`config.mk`:
```
export PLATFORM = sky130hd
export DESIGN_NAME = serial_subtractor
export DESIGN_NICKNAME = d
export VERILOG_FILES = /design/src/rtl/serial_subtractor.sv
export SDC_FILE = /design/constraint.sdc
export NUM_CORES = 1
export LEC_CHECK = 0
export CELL_PAD_IN_SITES_DETAIL_PLACEMENT = 0
export CELL_PAD_IN_SITES_GLOBAL_PLACEMENT = 1
export CORE_MARGIN = 3
export CORE_UTILIZATION = 38
export CTS_CLUSTER_DIAMETER = 120
export CTS_CLUSTER_SIZE = 16
export DETAILED_ROUTE_END_ITERATION = 16
export MAX_ROUTING_LAYER = met4
export PLACE_DENSITY = 0.83
export SLEW_MARGIN = 25
export SYNTH_ARGS = -nofsm -noshare
export SYNTH_HDL_FRONTEND = slang
export SYNTH_SLANG_ARGS = --single-unit
```
`constraint.sdc`:
```
create_clock -name clk -period 1.7 [get_ports clk]
set_input_delay 0.34 -clock clk [delete_from_list [all_inputs] [get_ports clk]]
set_output_delay 0.34 -clock clk [all_outputs]
set_load 0.02 [all_outputs]
```
`src/rtl/serial_subtractor.sv`:
```
// Bit-serial unsigned subtractor: diff = a - b, one bit per clock, LSB first.
// Start/busy/done handshake with a registered final borrow.
module serial_subtractor #(
    parameter int WIDTH = 8
) (
    input  logic             clk,
    input  logic             rst,
    input  logic             start,
    input  logic [WIDTH-1:0] a,
    input  logic [WIDTH-1:0] b,
    output logic             busy,
    output logic             done,
    output logic [WIDTH-1:0] diff,
    output logic             borrw
);

    localparam int CW = $clog2(WIDTH);
    localparam logic [CW-1:0] LAST = CW'(WIDTH - 1);

    typedef enum logic [1:0] {
        S_IDLE  = 2'd0,
        S_SHIFT = 2'd1,
        S_DONE  = 2'd2
    } state_t;

    state_t state;
    state_t state_nx;

    logic [WIDTH-1:0] sa;
    logic [WIDTH-1:0] sb;
    logic [WIDTH-1:0] res;
    logic [WIDTH-1:0] res_nx;
    logic [CW-1:0]    cnt;
    logic             br;

    logic x;
    logic y;
    logic d;
    logic bout;
    logic accept;
    logic last;

    assign accept = (state == S_IDLE) && start;
    assign last   = (cnt == LAST);

    // one full-subtractor slice, reused every SHIFT cycle
    assign x      = sa[0];
    assign y      = sb[0];
    assign d      = x ^ y ^ br;
    assign bout   = (~x & y) | (~(x ^ y) & br);
    assign res_nx = {d, res[WIDTH-1:1]};

    always_ff @(posedge clk) begin
        if (rst) begin
            state <= S_IDLE;
        end else begin
            state <= state_nx;
        end
    end

    always_comb begin
        state_nx = state;
        unique case (state)
            S_IDLE: begin
                if (start) begin
                    state_nx = S_SHIFT;
                end
            end
            S_SHIFT: begin
                if (last) begin
                    state_nx = S_DONE;
                end
            end
            S_DONE: begin
                state_nx = S_IDLE;
            end
            default: begin
                state_nx = S_IDLE;
            end
        endcase
    end

    always_comb begin
        busy = 1'b0;
        done = 1'b0;
        unique case (state)
            S_SHIFT: busy = 1'b1;
            S_DONE:  done = 1'b1;
            default: begin
                busy = 1'b0;
                done = 1'b0;
            end
        endcase
    end

    always_ff @(posedge clk) begin
        if (rst) begin
            sa    <= '0;
            sb    <= '0;
            res   <= '0;
            cnt   <= '0;
            br    <= 1'b0;
            diff  <= '0;
            borrw <= 1'b0;
        end else if (accept) begin
            sa  <= a;
            sb  <= b;
            res <= '0;
            cnt <= '0;
            br  <= 1'b0;
        end else if (state == S_SHIFT) begin
            sa  <= sa >> 1;
            sb  <= sb >> 1;
            res <= res_nx;
            br  <= bout;
            // counter parks at LAST so it never wraps inside an operation
            if (last) begin
                diff  <= res_nx;
                borrw <= bout;
            end else begin
                cnt <= cnt + CW'(1);
            end
        end
    end

endmodule

```
==> impl_metrics.csv <==
group,metric,value,unit
synthesis,synth-adder-area-share,2.797,%
drt,dr_total_vias,1336,
synthesis,ys_top_cells_by_area,"dfxtp_1, a21oi_1, nand2_1",
synthesis,yosysSeqAreaShare,47.24,%
synthesis,synthXorXnorAreaFrac,0.5439,%
synthesis,synth-compound-area-share,18.80,%
grt,grt_max_degree,32,
clock_network,cts_sinks,38,
floorplan,coreArea,4058,sq um
final_layout,multi_input_area,721.9,sq um
worst_hold_path,hp-class,"reg2reg",
clock_network,cts_tree,"built",
clock_network,cts_made_buffers,5,
drt,viasPerCell,4.876,
power_and_ir_drop,ir_worst_vdd,397.0,uV
placement,place_congestion,0.7484,
timing,fin_setup_tns,0,ns
flow_run,cap_violations,0,
floorplan,initial_core_util,39.69,%
timing,fin_skew,0.003613,ns
timing,maxSlewHeadroom,74.18,%
critical_path,endpoint_kind,"output port",
status,status,"finished clean",
synthesis,ys_ff_latch,38,
final_layout,num_antenna_cells,0,
drt,dr.pass1.iters,4,
timing,setup_ws,0.1369,ns
grt,grt_usage,15.12,%
clock_network,clk_pin_slew,0.07,ns
critical_path,crit_type,"reg2out",
power_and_ir_drop,cellPowerDensity,887.6,nW/um^2
synthesis,yosys.area_share.simple,22.69,%
clock_network,cts-root-buf,"clkbuf_8",
drt,post_drt_wl_per_cell,11.97,um
drt,drt_iter0_markers,78,
final_layout,nets,245,
grt,grt_remaining_overflow,0,
clock_network,clock_latency,0.28,ns
timing,max_freq,0.6398,GHz
final_layout,drive_gt1_share,10.71,%
drt,drc,0,
timing,period_share,91.94,%
final_layout,fill_cells,387,
final_layout,seq_area,760.7,sq um
clock_network,cts-htree-levels,2,
grt,antenna_found_initial,0,
drt,drt_wl_total,3279,um
critical_path,cp-start-kind,"flop",
grt,first_global_vias,1344,
drt,drtAntennaViolNets,0,
synthesis,synth_cells,191,
placement,dp_slack,-0.009649,ns
floorplan,die_area,5055,sq um
clock_network,cts_buffer_depth,2,
final_layout,area_growth_syn_to_layout,27.82,%
placement,placed_cells,266,
power_and_ir_drop,finalPower,1.827,mW
synthesis,yosysWarnings,0,
placement,port_buffers,29,
floorplan,fp.dieH,71.10,um
synthesis,post_synth_num_cell_types,27,
timing,maxSlewViolCount,0,
timing,period_needed,1.563,ns
timing,setup_violations,0,
placement,hpwl,2160,um
floorplan,ios,30,
critical_path,cp_max_fo,5,
critical_path,cp.required,1.36,ns
grt,grt_first_pass_wirelength,6023,um
synthesis,synth_area_leader_cell,"dfxtp_1",
final_layout,instances_no_fill,274,
timing,rsz0062_at_grt,"false",
critical_path,arrival,1.22,ns
floorplan,rows,23,
clock_network,postCtsSetupRepairBufs,0,
synthesis,synth_top_family_by_area,"simple AND/OR/NAND/NOR gates",
synthesis,avgSynthCellArea,8.431,sq um
timing,tightest_slew,0.3862,ns
power_and_ir_drop,leakage,0.7383,nW
floorplan,dieWidth,71.10,um
synthesis,post-synth-top-area-fraction,47.24,%
synthesis,synth_mux_area_share,0,%
timing,hold_viol,0,
synthesis,synth_fp_nets,213,
synthesis,synth_area,1610,sq um
cell families (layout without fill, tap and decap cells):
family / count (synthesis) / count (layout)
compound gates: 51 / 51
flops: 38 / 38
xor+xnor: 1 / 1
fa+ha+maj: 3 / 3
simple gates: 80 / 80
buf+inv: 18 / 51
sequential cells by signal, summed over array words and instances, names as in the netlist:
signal and cells:
diff 8, sa 8, sb 8, res 7, cnt 3, state 2, borrw 1, br 1
synthesized netlist by cell type:
master	count
nor2b_1	1
a311oi_2	1
ha_1	2
nand3_1	10
buf_2	1
clkbuf_1	3
fa_1	1
xnor2_1	1
buf_6	5
inv_1	2
nand2_1	38
nor3_1	2
nor2_1	19
nor3b_4	1
or3b_1	1
buf_1	1
o21ba_2	1
buf_4	5
nand2b_1	4
dfxtp_1	38
or3b_2	2
inv_4	1
a211oi_1	13
a21oi_1	34
o21ai_0	2
nor3b_1	1
nand3b_1	1
repair_timing:
item | 4_1_cts | 5_1_grt
setup endpoints to repair | 2 | 0
gates resized for setup | 2 | 0
hold buffers | 0 | 0
critical path, cell delays in order, from the launching register on:
cell and delay, ns:
dfxtp_1 0.34, nand2b_1 0.20, inv_4 0.07, dlygate4sd2_1 0.33
where the power goes:
part | total [mW] | internal, mW | switching (mW) | leakage, nW
Sequential | 0.952 | 0.931 | 0.0208 | 0.310
Combinational | 0.258 | 0.128 | 0.130 | 0.380
Clock | 0.617 | 0.327 | 0.291 | 0.0482
placed cells by master (no fill, tap or decap):
cell	Yosys	routed
nor3b_1	1	1
or3b_2	2	2
dlygate4sd2_1	0	2
nand2_1	38	38
clkinv_2	0	1
nor2_1	19	19
clkbuf_1	3	1
ha_1	2	2
buf_12	0	3
xnor2_1	1	1
o21ai_0	2	2
nor2b_1	1	1
a211oi_1	13	13
nand3_1	10	10
dfxtp_1	38	38
a311oi_2	1	1
nor3b_4	1	1
or3b_1	1	1
o21ba_2	1	1
a21oi_1	34	34
fa_1	1	1
nand2b_1	4	4
inv_1	2	2
nor3_1	2	2
clkdlybuf4s50_1	0	27
buf_4	5	8
inv_4	1	1
clkbuf_8	0	6
nand3b_1	1	1
area by class of cell:
| class | count | share of cell area [%] |
|---|---|---|
| Sequential cell | 38 | 36.96 |
| Clock buffer | 7 | 4.195 |
| Inverter | 3 | 0.6687 |
| Tap cell | 50 | 3.040 |
| Timing Repair Buffer | 40 | 19.82 |
| Multi-Input combinational cell | 135 | 35.08 |
| Clock inverter | 1 | 0.2432 |
worst paths after layout:
path / slack, ns / from / cells past startpoint / to
setup reg to reg: 0.29 / cnt[0]$_SDFFE_PP0P_ / 5 / diff[2]$_SDFFE_PP0P_
hold / removal: 0.45 / sb[7]$_SDFFE_PP0P_ / 2 / sb[6]$_SDFFE_PP0P_
hold reg to reg: 0.45 / sb[7]$_SDFFE_PP0P_ / 2 / sb[6]$_SDFFE_PP0P_
setup / recovery: 0.14 / state[1]$_SDFFE_PP0P_ / 3 / busy
metrics by stage:
step                util [%]  hold WS, ns  instance area, sq um
floorplan                  -       0.4358                  1610
global placement       48.54       0.4439                  1969
detailed placement     48.54       0.4466                  1969
CTS                    50.72       0.4534                  2058
global route           50.72       0.4757                  2058
finish                 50.72       0.4506                  2058
routing by layer:
metal / GRT usage (%) / vias up / share of wire, %
met4: 5.637 / 0 / 1.6
met1: 19.82 / 598 / 49
met5: - / - / 0
met2: 22.76 / 26 / 45
li1: - / 706 / -
met3: 3.409 / 6 / 4.2
No activity file was read; power rests on OpenSTA's default activity.
